===== config.mk =====
export PLATFORM = sky130hd
export DESIGN_NAME = mem_access_stage_flat
export DESIGN_NICKNAME = d
export VERILOG_FILES = /design/src/rtl/mem_access_stage_pkg.sv /design/src/rtl/mem_access_stage_if.sv /design/src/rtl/mem_access_stage_mem_wb_reg.sv /design/src/rtl/mem_access_stage.sv /design/src/flat_wrapper.sv
export SDC_FILE = /design/constraint.sdc
export NUM_CORES = 1
export LEC_CHECK = 0
export ABC_AREA = 1
export BUFFER_PORTS_ARGS = -buffer_cell sky130_fd_sc_hd__clkbuf_2
export CAP_MARGIN = 20
export CORE_MARGIN = 8
export CORE_UTILIZATION = 40
export CTS_BUF_LIST = sky130_fd_sc_hd__clkbuf_16
export DETAILED_ROUTE_END_ITERATION = 10
export MAX_ROUTING_LAYER = met4
export PLACE_DENSITY = 0.79
export RECOVER_POWER = 25
export SYNTH_ARGS = -nofsm -noshare
export SYNTH_HDL_FRONTEND = slang
export SYNTH_SLANG_ARGS = --single-unit

===== constraint.sdc =====
create_clock -name clk -period 1.2 [get_ports clk]
set_clock_uncertainty 0.15 [all_clocks]
set_input_delay 0.24 -clock clk [delete_from_list [all_inputs] [get_ports clk]]
set_output_delay 0.24 -clock clk [all_outputs]
set_load 0.01 [all_outputs]

===== src/rtl/mem_access_stage_pkg.sv =====
// Shared types and defaults for the MIPS MEM stage (mem_access_stage) and its MEM/WB register.
package mem_stage_pkg;

    localparam int unsigned ADDR_W_DEF         = 10;
    localparam int unsigned TIMEOUT_CYCLES_DEF = 16;

    typedef enum logic {
        IDLE = 1'b0,
        BUSY = 1'b1
    } state_t;

    typedef struct packed {
        logic regWrite;
        logic memToReg;
    } wb_ctrl_t;

    localparam wb_ctrl_t WB_BUBBLE = '{regWrite: 1'b0, memToReg: 1'b0};

endpackage


===== src/rtl/mem_access_stage_if.sv =====
// Data-memory req/ack bus between the MEM stage (master) and the data memory (slave).
interface mem_access_stage_if
    import mem_stage_pkg::*;
#(
    parameter int unsigned ADDR_W = ADDR_W_DEF
);
    logic              dmem_req;
    logic              dmem_we;
    logic [ADDR_W-1:0] dmem_addr;
    logic [31:0]       dmem_wdata;
    logic [31:0]       dmem_rdata;
    logic              dmem_ack;

    modport master (
        output dmem_req, dmem_we, dmem_addr, dmem_wdata,
        input  dmem_rdata, dmem_ack
    );

    modport slave (
        input  dmem_req, dmem_we, dmem_addr, dmem_wdata,
        output dmem_rdata, dmem_ack
    );
endinterface


===== src/rtl/mem_access_stage_mem_wb_reg.sv =====
// MEM/WB pipeline register: loads a bubble while stalled, captures load data only when told to.
module mem_wb_reg
    import mem_stage_pkg::*;
(
    input  logic        clk,
    input  logic        rst_n,
    input  logic        i_stall,
    input  logic        i_rdLoad,
    input  logic [31:0] i_rdData,
    input  logic [31:0] i_aluResult,
    input  logic [4:0]  i_destReg,
    input  wb_ctrl_t    i_ctrl,
    output logic [31:0] o_readData,
    output logic [31:0] o_aluResult,
    output logic [4:0]  o_destReg,
    output wb_ctrl_t    o_ctrl
);
    logic [31:0] r_readData;
    logic [31:0] r_aluResult;
    logic [4:0]  r_destReg;
    wb_ctrl_t    r_ctrl;

    always_ff @(posedge clk) begin
        if (!rst_n) begin
            r_readData  <= '0;
            r_aluResult <= '0;
            r_destReg   <= '0;
            r_ctrl      <= WB_BUBBLE;
        end else if (i_stall) begin
            // data fields hold so a bubble never disturbs forwarding values
            r_ctrl <= WB_BUBBLE;
        end else begin
            r_aluResult <= i_aluResult;
            r_destReg   <= i_destReg;
            r_ctrl      <= i_ctrl;
            if (i_rdLoad) begin
                r_readData <= i_rdData;
            end
        end
    end

    assign o_readData  = r_readData;
    assign o_aluResult = r_aluResult;
    assign o_destReg   = r_destReg;
    assign o_ctrl      = r_ctrl;
endmodule


===== src/rtl/mem_access_stage.sv =====
// MIPS MEM stage: variable-latency data-memory access FSM, stall/branch resolution, MEM/WB register.
// Optional access timeout with sticky memErr enabled by defining MEM_TIMEOUT_EN.
module mem_access_stage
    import mem_stage_pkg::*;
#(
    parameter int unsigned ADDR_W         = ADDR_W_DEF,
    parameter int unsigned TIMEOUT_CYCLES = TIMEOUT_CYCLES_DEF
)(
    input  logic               clk,
    input  logic               rst_n,
    input  logic [31:0]        inPcBranch,
    input  logic               inZeroFlag,
    input  logic [31:0]        inAluResult,
    input  logic [31:0]        inWriteData,
    input  logic [4:0]         inDestReg,
    input  logic               inBranch,
    input  logic               inMemWrite,
    input  logic               inMemRead,
    input  logic               inRegWrite,
    input  logic               inMemToReg,
    mem_access_stage_if.master dmem,
    output logic               stall,
    output logic               pcSrc,
    output logic [31:0]        branchTarget,
    output logic [31:0]        wbReadData,
    output logic [31:0]        wbAluResult,
    output logic [4:0]         wbDestReg,
    output logic               wbRegWrite,
    output logic               wbMemToReg,
    output logic               memErr
);
    state_t            r_state;
    logic              r_req;
    logic              r_we;
    logic [ADDR_W-1:0] r_addr;
    logic [31:0]       r_wdata;

    logic     w_memOp;
    logic     w_done;
    logic     w_timeout;
    logic     w_stall;
    logic     w_rdLoad;
    logic     [31:0] w_rdData;
    wb_ctrl_t w_ctrl;
    wb_ctrl_t w_wbCtrl;

    assign w_memOp = inMemRead | inMemWrite;
    assign w_done  = (r_state == BUSY) & dmem.dmem_ack;

`ifdef MEM_TIMEOUT_EN
    localparam int unsigned CNT_W = $clog2(TIMEOUT_CYCLES + 1);

    logic [CNT_W-1:0] r_cnt;
    logic             r_memErr;

    // fires in the last allowed BUSY cycle; a coincident ack takes priority
    assign w_timeout = (r_state == BUSY) & ~dmem.dmem_ack
                     & (r_cnt == CNT_W'(TIMEOUT_CYCLES - 1));

    always_ff @(posedge clk) begin
        if (!rst_n) begin
            r_cnt    <= '0;
            r_memErr <= 1'b0;
        end else begin
            if (r_state == IDLE) begin
                r_cnt <= '0;
            end else if (!dmem.dmem_ack) begin
                r_cnt <= r_cnt + 1'b1;
            end
            if (w_timeout) begin
                r_memErr <= 1'b1;
            end
        end
    end

    assign memErr = r_memErr;
`else
    logic w_unused_timeout;

    assign w_timeout        = 1'b0;
    assign w_unused_timeout = (TIMEOUT_CYCLES == 0);
    assign memErr           = 1'b0;
`endif

    always_ff @(posedge clk) begin
        if (!rst_n) begin
            r_state <= IDLE;
            r_req   <= 1'b0;
            r_we    <= 1'b0;
            r_addr  <= '0;
            r_wdata <= '0;
        end else begin
            case (r_state)
                IDLE: begin
                    if (w_memOp) begin
                        r_state <= BUSY;
                        r_req   <= 1'b1;
                        r_we    <= inMemWrite;
                        r_addr  <= inAluResult[ADDR_W+1:2];
                        r_wdata <= inWriteData;
                    end
                end
                BUSY: begin
                    if (dmem.dmem_ack || w_timeout) begin
                        r_state <= IDLE;
                        r_req   <= 1'b0;
                    end
                end
                default: begin
                    r_state <= IDLE;
                    r_req   <= 1'b0;
                end
            endcase
        end
    end

    assign w_stall  = w_memOp & ~w_done & ~w_timeout;
    assign w_rdLoad = (w_done & ~r_we) | w_timeout;
    assign w_rdData = w_timeout ? '0 : dmem.dmem_rdata;
    assign w_ctrl   = w_timeout ? WB_BUBBLE
                                : '{regWrite: inRegWrite, memToReg: inMemToReg};

    mem_wb_reg u_mem_wb_reg (
        .clk         (clk),
        .rst_n       (rst_n),
        .i_stall     (w_stall),
        .i_rdLoad    (w_rdLoad),
        .i_rdData    (w_rdData),
        .i_aluResult (inAluResult),
        .i_destReg   (inDestReg),
        .i_ctrl      (w_ctrl),
        .o_readData  (wbReadData),
        .o_aluResult (wbAluResult),
        .o_destReg   (wbDestReg),
        .o_ctrl      (w_wbCtrl)
    );

    assign wbRegWrite      = w_wbCtrl.regWrite;
    assign wbMemToReg      = w_wbCtrl.memToReg;
    assign stall           = w_stall;
    assign pcSrc           = inBranch & inZeroFlag & ~w_stall;
    assign branchTarget    = inPcBranch;
    assign dmem.dmem_req   = r_req;
    assign dmem.dmem_we    = r_we;
    assign dmem.dmem_addr  = r_addr;
    assign dmem.dmem_wdata = r_wdata;
endmodule


===== src/flat_wrapper.sv =====
// flat-port wrapper written by rule: the top's interface ports become plain ports
module mem_access_stage_flat import mem_stage_pkg::*;
#(
    parameter int unsigned ADDR_W         = ADDR_W_DEF,
    parameter int unsigned TIMEOUT_CYCLES = TIMEOUT_CYCLES_DEF
)
  (clk, rst_n, inPcBranch, inZeroFlag, inAluResult, inWriteData, inDestReg, inBranch, inMemWrite, inMemRead, inRegWrite, inMemToReg, stall, pcSrc, branchTarget, wbReadData, wbAluResult, wbDestReg, wbRegWrite, wbMemToReg, memErr, dmem_dmem_req, dmem_dmem_we, dmem_dmem_addr, dmem_dmem_wdata, dmem_dmem_rdata, dmem_dmem_ack);
  mem_access_stage_if #(.ADDR_W(ADDR_W)) dmem_i ();
  input  logic clk;
  input  logic rst_n;
  input  logic [31:0] inPcBranch;
  input  logic inZeroFlag;
  input  logic [31:0] inAluResult;
  input  logic [31:0] inWriteData;
  input  logic [4:0] inDestReg;
  input  logic inBranch;
  input  logic inMemWrite;
  input  logic inMemRead;
  input  logic inRegWrite;
  input  logic inMemToReg;
  output logic stall;
  output logic pcSrc;
  output logic [31:0] branchTarget;
  output logic [31:0] wbReadData;
  output logic [31:0] wbAluResult;
  output logic [4:0] wbDestReg;
  output logic wbRegWrite;
  output logic wbMemToReg;
  output logic memErr;
  output wire logic [$bits(dmem_i.dmem_req)-1:0] dmem_dmem_req;
  output wire logic [$bits(dmem_i.dmem_we)-1:0] dmem_dmem_we;
  output wire logic [$bits(dmem_i.dmem_addr)-1:0] dmem_dmem_addr;
  output wire logic [$bits(dmem_i.dmem_wdata)-1:0] dmem_dmem_wdata;
  input wire logic [$bits(dmem_i.dmem_rdata)-1:0] dmem_dmem_rdata;
  input wire logic [$bits(dmem_i.dmem_ack)-1:0] dmem_dmem_ack;
  assign dmem_dmem_req = dmem_i.dmem_req;
  assign dmem_dmem_we = dmem_i.dmem_we;
  assign dmem_dmem_addr = dmem_i.dmem_addr;
  assign dmem_dmem_wdata = dmem_i.dmem_wdata;
  assign dmem_i.dmem_rdata = dmem_dmem_rdata;
  assign dmem_i.dmem_ack = dmem_dmem_ack;
  mem_access_stage #(.ADDR_W(ADDR_W), .TIMEOUT_CYCLES(TIMEOUT_CYCLES)) u_core (.clk(clk), .rst_n(rst_n), .inPcBranch(inPcBranch), .inZeroFlag(inZeroFlag), .inAluResult(inAluResult), .inWriteData(inWriteData), .inDestReg(inDestReg), .inBranch(inBranch), .inMemWrite(inMemWrite), .inMemRead(inMemRead), .inRegWrite(inRegWrite), .inMemToReg(inMemToReg), .dmem(dmem_i), .stall(stall), .pcSrc(pcSrc), .branchTarget(branchTarget), .wbReadData(wbReadData), .wbAluResult(wbAluResult), .wbDestReg(wbDestReg), .wbRegWrite(wbRegWrite), .wbMemToReg(wbMemToReg), .memErr(memErr));
endmodule

### Word level (Yosys, flattened, before mapping)

Index checks and enable logic that the tools add are counted.
Widths: inputs -> output; s select.

| storage, ports and cells | value |
|---|---|
| register bits after elaboration | 116 |
| input port bits | 142 |
| output and inout port bits | 150 |
| word-level logic and storage cells | 33 |

| operators by class | value |
|---|---|
| equality and inequality tests | 2 |
| muxes and demuxes | 6 |
| bitwise gates (word level) | 11 |
| reductions and logical operators | 4 |

Operator list:

| operator | count |
|---|---|
| $reduce_and 2->1 | 3 |
| $and 1x1->1 | 5 |
| $not 1->1 | 5 |
| $mux 1 | 4 |
| $pmux 1 s2 | 2 |
| $ne 2x1->1 const B | 1 |
| $ne 2x2->1 const B | 1 |
| $reduce_or 2->1 | 1 |
| $or 1x1->1 | 1 |

### Depth between registers and ports, before layout

Gate-level depths: netlist of run 1.

| depth | value |
|---|---|
| depth after elaboration | 5 |
| depth in mapped cells | 7 |
| gate-level depth less buffers | 5 |

### Cells and area by module

Synthesis of run 1 repeated with hierarchy kept, for this count alone.

| unflattened totals | value |
|---|---|
| cell total of the unflattened synthesis | 698 |
| area, all modules | 4901.0 um2 |

By module, submodules not included:

| module | times used | cells an instance | area an instance (um2) | seq. area each (um2) |
|---|---|---|---|---|
| mem_wb_reg | 1 | 373 | 2717.6 | 1421.4 |
| mem_access_stage | 1 | 325 | 2183.3 | 900.9 |

### Least setup slack after synthesis of run 1

Ideal clock, no wire load.

| timing path | value |
|---|---|
| kind | register -> output |
| start point | register u_core.r_state |
| end point | output port pcSrc |
| arrival | 1.043 ns |
| required time | 0.810 ns |
| slack | -0.233 ns |
| stages on the path, launching flop included | 6 |
| buffers on the path | 1 |
| path through | dfxtp_1 > nand2_1 > buf_4 > inv_1 > nor2_1 > nor2_1 |

| between the ends | value |
|---|---|
| cells in the longest elaborated chain, start to end | 5 |

Ends and longest elaborated chain:

| what | line | text |
|---|---|---|
| start, declared | mem_access_stage.sv:32 | `state_t r_state;` |
| start signal, assigned | mem_access_stage.sv:87 | `r_state <= IDLE;` |
| start signal, assigned | mem_access_stage.sv:96 | `r_state <= BUSY;` |
| start signal, assigned | mem_access_stage.sv:105 | `r_state <= IDLE;` |
| $and 1x1->1 | mem_access_stage.sv:48 | `assign w_done = (r_state == BUSY) & dmem.dmem_ack;` |
| $not 1->1 | mem_access_stage.sv:117 | `assign w_stall = w_memOp & ~w_done & ~w_timeout;` |
| $and 1x1->1 | mem_access_stage.sv:117 |  |
| named net stall | flat_wrapper.sv:21 | `output logic stall;` |
| $not 1->1 | mem_access_stage.sv:141 | `assign pcSrc = inBranch & inZeroFlag & ~w_stall;` |
| $and 1x1->1 | mem_access_stage.sv:141 |  |
| end, declared | flat_wrapper.sv:22 | `output logic pcSrc;` |

The timed path passes the listed nets, and every way through them passes these cells.

### Worst setup path in the final report of run 1

| timing path | value |
|---|---|
| start point | register u_core.r_state |
| end point | register u_core.u_mem_wb_reg.r_readData[26] (netlist: u_core.u_mem_wb_reg.o_readData[26]) |

| between the ends | value |
|---|---|
| cells in the longest elaborated chain, start to end | 5 |
| elaborated cells between the ends (all ways) | 6 |
| those cells by class | bitwise (5); reduce/logical (1) |

Ends and longest elaborated chain:

| what | line | text |
|---|---|---|
| $and 1x1->1 (*) | mem_access_stage.sv:48 |  |
| $not 1->1 | mem_access_stage.sv:117 |  |
| $and 1x1->1 | mem_access_stage.sv:117 |  |
| $not 1->1 | -- |  |
| $reduce_and 2->1 (no line) (*) | -- |  |
| end signal, assigned | mem_access_stage_mem_wb_reg.sv:37 | `r_readData <= i_rdData;` |
| end, declared | mem_access_stage_mem_wb_reg.sv:18 | `logic [31:0] r_readData;` |

Mark *: on every way between the ends. The rest lies on a longest branch, timed or not.
A chain may end at the register's enable or synchronous reset.

==> metrics.cfg, run 1 <==
[global_route]
antenna_found_initial = 3
grt_start_max_net_pins = 40
met3_usage_pct = 7.93
grt_pass1_vias = 6259
grt_overflow = 0
grt_use_total_pct = 25.4
grt_pass1_wl_mm = 32.1
use_met2_pct = 42.1
grt-busiest-layer = met2
use_met1_pct = 25.7

[worst_setup_path]
crit_buf_inv = 6
critical-path-max-stage-delay_ns = 0.35
critical_path_class = reg -> reg
cpMaxStageDelayCell = dfxtp_2
endpoint_kind = register
critPathMaxFanout = 5
worst_path_dominant_cell_family = buffers and inverters
start_kind = register
path_cells = buf_6 -> buf_4 -> buf_6 -> nand3_4 -> buf_12 -> buf_12 -> buf_8 -> nor2_1 -> nor2_1
required_ns = 1.35
worstPathArrival_ns = 1.90

[timing]
setup_ws_ns = -0.556
rsz0062_at_grt = true
hold_violations = 0
max_freq_mhz = 569
setup_violations = 231
fin_setup_tns_ns = -47.27
period_needed_ns = 1.76
report.final.slew_viol_count = 0
finalCritPeriodShare_pct = 146

[floorplanning]
fp.dieW_um = 130
core_mm2 = 0.0126
die_h_um = 130
die-area_mm2 = 0.0168
start_util_pct = 40.8
rows = 41
boundaryPins = 292

[clock_tree]
cts.path.max_buffers = 2
clk_latency_ns = 0.42
cts_tree = built
clock_sinks = 116
htreeDepth = 4
cts_root_buffer = clkbuf_16
cts_made_buffers = 17
clk_pin_slew_ns = 0.06

[placed_design]
gp_congestion = 0.778
dp.final_hpwl_mm = 10.8
dp.cells = 1116
place_area_mm2 = 0.00631
port_buffers = 226

[status]
status = finished, violations left
failed_checks = setup timing

[route]
wl_per_cell_um = 22.6
drt-pass1-iter-count = 5
via_per_inst = 5.37
totalWireLength_mm = 29.8
drtAntennaViolNets = 0
drc_errors = 0
drt_iter0_markers = 587
vias = 7086

[yosys]
synth_most_common_cell = nor2_1
async_flop_share_pct = 0
syn_nets = 920
synth_top_area_cell = dfxtp_1
syn_area_per_cell_um2 = 6.62
yosys_warnings = 0
yosysTopAreaCellShare_pct = 45.1
yosys-top-cells-count = 192 x nor2_1, 147 x nand2_1, 118 x inv_1, 116 x dfxtp_1, 80 x nand3_1
yosys-top-cells-area = dfxtp_1 45%, nor2_1 14%, nand2_1 11%
seq_area_frac_synth_pct = 45.1
synth-edff-count = 0
synthCells = 778
syn-cell-area_mm2 = 0.00515
synth_seq_cells = 116
synth_flop_cell = dfxtp_1
synth_cell_types = 16

[power]
clkPwrFrac_pct = 39.0
ir_drop_v = 0.000888
combPwrFrac_pct = 27.5
seqPwrFrac_pct = 33.5
netSwitchingPower_mw = 4.00
leakagePower_nw = 5.42
swShare_pct = 29.4
powerDensity_mw_per_mm2 = 1270
internal-power_mw = 9.63

[flow_run]
cap_violations = 0

[final_layout]
fin_area_mm2 = 0.0107
layout-drive-gt1-share_pct = 53.2
layout.nets = 1274
finalNonFillerCells = 1320
finish.utilization_pct = 84.8
area_delta_synth_final_pct = 108

[hold_path]
hold_path_class = in -> reg

-- sequential cells by signal (all words and copies together) (netlist names) --
name	flops
u_core.u_mem_wb_reg.o_aluResult	32
u_core.dmem.dmem_wdata	32
u_core.u_mem_wb_reg.o_readData	32
u_core.dmem.dmem_addr	10
u_core.u_mem_wb_reg.o_ctrl	2
u_core.dmem.dmem_we	1
u_core.r_state	1
u_core.u_mem_wb_reg.o_destReg	5
u_core.dmem.dmem_req	1
-- metal layers --
layer,routed length (µm),vias up
met1,10000,3330
li1,-,3004
met3,2860,186
met5,0,-
met2,14700,566
met4,2190,0
-- tightest hold or removal path: cells and delay by family --
kind | cells | cell delay [ns]
buf+inv | 2 | 0.17
simple gates | 3 | 0.19
-- final cells by class --
| class | instances | area (µm²) |
|---|---|---|
| Timing Repair Buffer | 412 | 4320 |
| Multi-Input combinational cell | 466 | 2640 |
| Sequential cell | 116 | 2470 |
| Fill cell | 585 | 1910 |
| Inverter | 119 | 459 |
| Clock buffer | 17 | 425 |
| Tap cell | 172 | 215 |
| Clock inverter | 15 | 173 |
| Antenna cell | 3 | 7.51 |
-- power by group through the flow --
stage               clock network [mW]  registers (mW)  logic [mW]
CTS                               5.24            4.44        2.51
global placement                     0            4.44        1.80
floorplan                            0            4.59       0.989
global route                      5.51            4.58        3.92
finish                            5.32            4.56        3.75
detailed placement                   0            4.45        1.82
-- timing repair --
item,4_1_cts,5_1_grt
pin swaps,4,59
gates cloned,13,19
buffers inserted,10,27
endpoints found under the hold margin,105,0
hold buffers,102,0
setup endpoints to repair,232,231
resized for setup,164,414
-- path summary, 6_finish.rpt --
path | from | end | slack [ns] | cells past startpoint
worst max-delay path | u_core.r_state | u_core.u_mem_wb_reg.o_readData[26] | -0.56 | 9
worst min-delay path | inWriteData[20] | u_core.dmem.dmem_wdata[20] | 0.07 | 5
worst max register to register | u_core.r_state | u_core.u_mem_wb_reg.o_readData[26] | -0.56 | 9
worst min register to register | u_core.dmem.dmem_addr[2] | u_core.dmem.dmem_addr[2] | 0.34 | 2
-- metrics by stage --
step | power, mW | setup slack, ns | hold WS (ns)
after detailed placement | 6.27 | -0.431 | 0.307
after global placement | 6.23 | -0.392 | 0.301
after floorplan | 5.58 | -0.0378 | 0.207
after CTS | 12.2 | -0.439 | 0.0106
final | 13.6 | -0.556 | 0.0703
after global routing | 14.0 | -0.541 | 0.0601
-- cells in the final DEF (no fill, tap or decap), types with 30 or more instances in the layout --
cell           instances
nor2_1               164
inv_1                120
dfxtp_2              115
nand2_1              112
clkbuf_2             109
buf_6                105
dlygate4sd3_1        102
nand3_2               49
nand3_1               30
clkbuf_16             30
-- kinds of logic after synthesis --
kind of cell           after synthesis  synth area share, %
DFF                                116                 45.1
buffers and inverters              199                 18.1
AOI/OAI and AO/OA                   38                 3.69
and+or+nand+nor                    424                 33.1
other                                1               0.0728
No activity file was read; power rests on OpenSTA's default activity.
==> run 2, diff against run 1 <==
--- a/config.mk
+++ b/config.mk
@@ -9,11 +9,11 @@
 export BUFFER_PORTS_ARGS = -buffer_cell sky130_fd_sc_hd__clkbuf_2
 export CAP_MARGIN = 20
 export CORE_MARGIN = 8
-export CORE_UTILIZATION = 40
+export CORE_UTILIZATION = 44
 export CTS_BUF_LIST = sky130_fd_sc_hd__clkbuf_16
 export DETAILED_ROUTE_END_ITERATION = 10
 export MAX_ROUTING_LAYER = met4
-export PLACE_DENSITY = 0.79
+export PLACE_DENSITY = 0.82
 export RECOVER_POWER = 25
 export SYNTH_ARGS = -nofsm -noshare
 export SYNTH_HDL_FRONTEND = slang
==> constraint.sdc (replaced) <==
create_clock -name clk -period 1.9 [get_ports clk]
set_clock_uncertainty 0.15 [all_clocks]
set_input_delay 0.38 -clock clk [delete_from_list [all_inputs] [get_ports clk]]
set_output_delay 0.38 -clock clk [all_outputs]
set_load 0.01 [all_outputs]
==> run 2 against run 1 <==
  * The run now ends clean
  * Critical path depth decreased by 4
  * Largest power group is now registers
  * Routed wire length decreased by 52%
  * Clock power decreased by 51%
  * Sequential share of layout area increased by 12 points
  * Sequential power decreased by 39%
  * Sequential cell count unchanged
  * Power decreased by 52%
  * Global-route usage decreased by 7.1 points
  * Non-clock buffer count decreased by 175
  * Final cell count decreased by 16%
  * Combinational power decreased by 71%
  * Core utilization decreased by 27 points
==> metrics.cfg, run 2 (same netlist as run 1, synthesis figures left out) <==
[status]
status = complete, no violations

[placed_design]
dp.final_hpwl_mm = 10.3  ; -4.5%
dp.cells = 1078  ; -3.4%
gp_congestion = 0.745  ; -4.2%
port_buffers = 226  ; unchanged
place_ws_ns = 0.302  ; +0.733 ns
place_area_mm2 = 0.00615  ; -2.6%

[clock_tree]
cts_root_buffer = clkbuf_16
htreeDepth = 4  ; unchanged
clk_pin_slew_ns = 0.05  ; about the same
cts_setup_buffers = 0  ; -10
cts.path.max_buffers = 2  ; unchanged
clock_sinks = 116  ; unchanged
cts_tree = built
cts_made_buffers = 17  ; unchanged
clk_latency_ns = 0.40  ; -0.02 ns

[power]
internal-power_mw = 4.69  ; -51%
clkPwrFrac_pct = 40.4  ; +1.4 points
combPwrFrac_pct = 17.0  ; -11 points
swShare_pct = 27.5  ; -1.8 points
netSwitchingPower_mw = 1.78  ; -55%
finalPower_mw = 6.48  ; -52%
seqPwrFrac_pct = 42.6  ; +9.1 points
powerDensity_mw_per_mm2 = 979  ; -23%
ir_drop_v = 0.000601  ; -32%
leakagePower_nw = 3.89  ; -28%

[global_route]
antenna_found_initial = 0  ; -3
grt_pass1_wl_mm = 22.8  ; -29%
grt_use_total_pct = 18.3  ; -7.1 points
grt_overflow = 0  ; unchanged
grt_start_max_net_pins = 62  ; +55%
grt_pass1_vias = 4730  ; -24%

[final_layout]
layout-drive-gt1-share_pct = 27.2  ; -26 points
layout.nets = 1096  ; -14%
fin_area_mm2 = 0.00661  ; -38%
final_cell_mix = 226 x clkbuf_2, 192 x nor2_1, 146 x nand2_1
final_common_cell = clkbuf_2
nFillCells = 1065  ; +82%
antenna_cells = 0  ; -3
area_delta_synth_final_pct = 28.3
finalNonFillerCells = 1107  ; -16%

[worst_setup_path]
worstPathArrival_ns = 1.19  ; -0.71 ns
critical_path_class = reg -> out
start_kind = register
critPathMaxFanout = 4  ; -1
required_ns = 1.37  ; +0.02 ns
endpoint_kind = primary output

[flow_run]
cap_violations = 0  ; unchanged

[route]
drt_iter0_markers = 372  ; -37%
via_per_inst = 4.56  ; -15%
drc_errors = 0  ; unchanged
drtAntennaViolNets = 0  ; unchanged
totalWireLength_mm = 14.2  ; -52%
vias = 5043  ; -29%
drt-pass1-iter-count = 5  ; unchanged
wl_per_cell_um = 12.8  ; -43%

[timing]
report.final.slew_viol_count = 0  ; unchanged
hold_violations = 0  ; unchanged
fin_setup_tns_ns = 0  ; +47.27 ns
setup_ws_ns = 0.176  ; +0.732 ns
max_freq_mhz = 580
max_slew_margin_pct = 38.1
setup_violations = 0  ; -100%
finalCritPeriodShare_pct = 90.7
period_needed_ns = 1.72
worst_pin_slew_ns = 0.928
rsz0062_at_grt = false

[floorplanning]
fp.dieW_um = 124  ; -4.1%
die-area_mm2 = 0.0154  ; -8.0%
rows = 39  ; -4.9%
boundaryPins = 292  ; unchanged
die_h_um = 124  ; -4.1%
start_util_pct = 45.1  ; +4.3 points
core_mm2 = 0.0114  ; -9.5%

[hold_path]
hold_path_class = in -> reg

==> run 2: cell types whose count changed in the layout (fill, tap and decap cells not counted), moves of 34 or more <==
cell and delta:
a21oi_1 +36, buf_6 -105, clkbuf_2 +117, dfxtp_1 +115
dfxtp_2 -114, dlygate4sd3_1 -102, nand2_1 +34, nand3_1 +51
nand3_2 -49
==> run 2: what timing repair did <==
| item | CTS | global route |
|---|---|---|
| hold buffers | 0 | 0 |
| endpoints found under the hold margin | 0 | 0 |
| setup endpoints to repair | 0 | 2 |
| resized for setup | 0 | 2 |
==> run 2: critical path: stages, from the launching register on <==
cell and delay [ns]:
dfxtp_2 0.34, nand2_2 0.09, inv_1 0.05, nor2_2 0.14, nor2_1 0.06, clkbuf_2 0.12
==> run 2: power by group through the flow <==
stage               clock network [mW]  logic, mW  registers, mW
floorplan                            0      0.619           2.90
global placement                     0       1.09           2.80
detailed placement                   0       1.11           2.81
CTS                               2.67       1.12           2.76
global route                      2.78       1.25           2.78
finish                            2.62       1.10           2.76
==> run 2: layout make-up <==
type                            count  area [µm²]  area share, %
Sequential cell                   116        2320           35.1
Multi-Input combinational cell    463        1900           28.8
Timing Repair Buffer              237        1280           19.4
Inverter                          119         447           6.75
Clock buffer                       17         425           6.43
Tap cell                          143         179           2.71
Clock inverter                     12        52.6          0.795
==> run 2: metal layers <==
metal	global-route usage, %	routed length, µm	up-vias
met5	-	0	-
met4	9.36	372	0
met3	7.74	1260	31
met2	27.2	6430	204
met1	20.6	6160	2175
li1	-	-	2633
==> run 2: final timing paths <==
check | from | endpoint | slack (ns) | depth (start not counted)
max reg2reg | u_core.r_state | u_core.dmem.dmem_wdata[1] | 0.28 | 4
min | inRegWrite | u_core.u_mem_wb_reg.o_ctrl[1] | 0.03 | 3
min reg2reg | u_core.dmem.dmem_addr[0] | u_core.dmem.dmem_addr[0] | 0.33 | 2
max | u_core.r_state | pcSrc | 0.18 | 5
==> run 2: stage by stage <==
stage          hold WS (ns)  util, %
2_1_floorplan         0.347        -
3_5_place_dp          0.321     53.8
5_1_grt              0.0284     57.9
4_1_cts              0.0107     58.0
3_3_place_gp          0.312     53.8
6_report             0.0321     57.9
==> run 3, diff against run 2 <==
--- a/config.mk
+++ b/config.mk
@@ -5,16 +5,17 @@
 export SDC_FILE = /design/constraint.sdc
 export NUM_CORES = 1
 export LEC_CHECK = 0
-export ABC_AREA = 1
+export ABC_CLOCK_PERIOD_IN_PS = 1900
 export BUFFER_PORTS_ARGS = -buffer_cell sky130_fd_sc_hd__clkbuf_2
 export CAP_MARGIN = 20
 export CORE_MARGIN = 8
-export CORE_UTILIZATION = 44
+export CORE_UTILIZATION = 43
 export CTS_BUF_LIST = sky130_fd_sc_hd__clkbuf_16
 export DETAILED_ROUTE_END_ITERATION = 10
 export MAX_ROUTING_LAYER = met4
 export PLACE_DENSITY = 0.82
 export RECOVER_POWER = 25
+export SKIP_CTS_REPAIR_TIMING = 1
 export SYNTH_ARGS = -nofsm -noshare
 export SYNTH_HDL_FRONTEND = slang
 export SYNTH_SLANG_ARGS = --single-unit
==> run 3 against run 2 <==
  * Critical path depth is 2 lower
  * Largest cell class unchanged
  * Global-route usage shrank 1.2 points
  * Register-to-register slack got worse by 0.10 ns
  * Sequential share of layout area grew 1.8 points
  * Area after synthesis shrank 7.0%
==> metrics.cfg, run 3 <==
[status]
status = complete, no violations

[yosys]
yosys-top-cells-area = dfxtp_1 48%, mux2i_1 23%, nand2_1 17%
synthAdderAreaFrac_pct = 0  ; unchanged
seq_area_frac_synth_pct = 48.4  ; +3.4 points
synth_seq_cells = 116  ; unchanged
yosysTopAreaCellShare_pct = 48.4  ; +3.4 points
synth_top_area_cell = dfxtp_1
synthSimpleGateAreaFrac_pct = 17.4  ; -16 points
async_flop_share_pct = 0  ; unchanged
synth_most_common_cell = nand2_1
synth-compound-area-share_pct = 0.809  ; -2.9 points
synth-edff-count = 0  ; unchanged
synth_cell_types = 17  ; +1
synth_top_family_by_area = multiplexers
yosys.area_share.xor_xnor_pct = 0  ; unchanged
yosys-top-cells-count = 214 x nand2_1, 116 x dfxtp_1, 112 x mux2i_1, 41 x buf_4, 18 x buf_2
syn_nets = 667  ; -28%
syn_area_per_cell_um2 = 9.13  ; +38%
synthCells = 525  ; -33%
yosys_warnings = 0  ; unchanged
muxShareOfSynthArea_pct = 23.4  ; +23 points
syn-cell-area_mm2 = 0.00479  ; -7.0%
synth_flop_cell = dfxtp_1

[worst_setup_path]
critPathMaxFanout = 6  ; +2
worstPathArrival_ns = 1.27  ; +0.08 ns
critical-path-max-stage-delay_ns = 0.37  ; +0.03 ns
critical_path_class = reg -> out
required_ns = 1.37  ; about the same
reg2reg_slack_ns = 0.18  ; -0.10 ns
start_kind = register
cpMaxStageDelayCell = dfxtp_2
endpoint_kind = primary output
path_cells = o2bb2ai_2 -> and3_1 -> clkbuf_2

[route]
drc_errors = 0  ; unchanged
wl_per_cell_um = 14.8  ; +15%
via_per_inst = 4.58  ; +0.46%
vias = 3968  ; -21%
totalWireLength_mm = 12.8  ; -9.9%
drt_iter0_markers = 155  ; -58%
drtAntennaViolNets = 0  ; unchanged
drt-pass1-iter-count = 6  ; +1

[power]
leakagePower_nw = 3.24  ; -16%
powerDensity_mw_per_mm2 = 1010  ; +3.2%
ir_drop_v = 0.000540  ; -10%

[timing]
hold_ws_ns = 0.0460  ; +0.0139 ns
max_freq_mhz = 557  ; -4.0%
report.final.slew_viol_count = 0  ; unchanged
finalCritPeriodShare_pct = 94.5  ; +3.8 points
setup_violations = 0  ; unchanged
rsz0062_at_grt = false
worst_pin_slew_ns = 0.906  ; -0.0224 ns
max_slew_margin_pct = 39.6  ; +1.5 points
setup_ws_ns = 0.105  ; -0.0714 ns
fin_setup_tns_ns = 0  ; unchanged
hold_violations = 0  ; unchanged
period_needed_ns = 1.80  ; +0.0714 ns

[global_route]
grt_start_max_net_pins = 45  ; -27%
grt_use_total_pct = 17.1  ; -1.2 points
grt_pass1_wl_mm = 19.7  ; -14%
antenna_found_initial = 0  ; unchanged
grt_pass1_vias = 3929  ; -17%
grt_overflow = 0  ; unchanged

[final_layout]
final_cell_mix = 229 x clkbuf_2, 214 x nand2_1, 115 x dfxtp_1
area_delta_synth_final_pct = 31.3
layout-drive-gt1-share_pct = 38.0  ; +11 points
antenna_cells = 0  ; unchanged
layout.nets = 857  ; -22%
final_common_cell = clkbuf_2
nFillCells = 1002  ; -5.9%

[floorplanning]
fp.dieW_um = 122  ; -2.1%
start_util_pct = 44.2  ; -0.91 points
die-area_mm2 = 0.0148  ; -4.2%
core_mm2 = 0.0108  ; -5.1%
boundaryPins = 292  ; unchanged
die_h_um = 122  ; -2.1%
rows = 38  ; -2.6%

[clock_tree]
cts_root_buffer = clkbuf_16
cts_made_buffers = 17  ; unchanged
clk_pin_slew_ns = 0.06  ; about the same
cts.path.max_buffers = 2  ; unchanged
htreeDepth = 4  ; unchanged
clk_latency_ns = 0.38  ; -0.02 ns
cts_tree = built
clock_sinks = 116  ; unchanged

[placed_design]
dp.final_hpwl_mm = 9.83  ; -4.8%
place_ws_ns = 0.221  ; -0.0817 ns
port_buffers = 226  ; unchanged
gp_congestion = 0.812  ; +8.9%

[flow_run]
cap_violations = 0  ; unchanged

[hold_path]
hold_path_class = in -> reg

==> run 3: cell types whose count changed in the layout (fill, tap and decap cells not counted), moves of 4 or more <==
| cell | previous run | this run |
|---|---|---|
| inv_1 | 120 | 2 |
| nand3_1 | 81 | 0 |
| nand2_1 | 146 | 214 |
| nor2_1 | 192 | 0 |
| clkinv_1 | 6 | 0 |
| clkinv_4 | 0 | 4 |
| buf_12 | 6 | 1 |
| a21oi_1 | 38 | 0 |
| mux2i_1 | 0 | 112 |
| buf_4 | 4 | 9 |
| clkinvlp_4 | 1 | 5 |
==> run 3: logic make-up after synthesis <==
logic type	count (synthesis)
flip-flops	116
other	1
multiplexers	112
buffers and inverters	73
AO/OA/AOI/OAI	4
AND/OR/NAND/NOR	219
==> run 3: stage by stage <==
step / util [%] / total power [mW] / instance area, µm² / cells
6_report: 58.1 / 6.36 / 6290 / 867
5_1_grt: 58.1 / 6.66 / 6290 / 867
4_1_cts: 58.6 / 6.47 / 6350 / 867
3_5_place_dp: 53.7 / 3.61 / 5820 / 836
3_3_place_gp: 53.7 / 3.59 / 5820 / 836
2_1_floorplan: - / 3.30 / 4790 / 525
==> run 3: routing by layer <==
layer | vias up | global-route usage (%) | wire (µm)
li1 | 2039 | - | -
met1 | 1742 | 19.1 | 5330
met2 | 157 | 27.9 | 6180
met3 | 30 | 5.00 | 937
met4 | 0 | 7.40 | 348
met5 | - | - | 0
==> run 3: worst max-delay path, delay by kind of cell, from the launching register on <==
| kind | cells | cell delay, ns |
|---|---|---|
| flops | 1 | 0.37 |
| simple gates | 1 | 0.20 |
| compound gates | 1 | 0.19 |
| buf+inv | 1 | 0.13 |
==> run 3: final timing paths <==
path	cells after the start	start	to
worst max-delay path	3	u_core.r_state	pcSrc
worst min-delay path	3	inWriteData[1]	u_core.dmem.dmem_wdata[1]
worst max register to register	3	u_core.r_state	u_core.dmem.dmem_req
worst min register to register	2	u_core.dmem.dmem_wdata[25]	u_core.dmem.dmem_wdata[25]
==> run 3: cell type report <==
class,count,area (µm²),area share (%)
repair buffers,241,1250,19.8
multi-input cells,336,2000,31.8
inverters,3,11.3,0.179
clock buffers,17,425,6.76
well taps,140,175,2.78
clock inverters,14,109,1.73
flip-flops and latches,116,2320,36.9
==> run 3: where the power goes <==
group	switching, mW	leakage [nW]	internal (mW)
Sequential	0.0875	0.953	2.60
Combinational	0.452	2.04	0.384
Clock	1.16	0.248	1.67
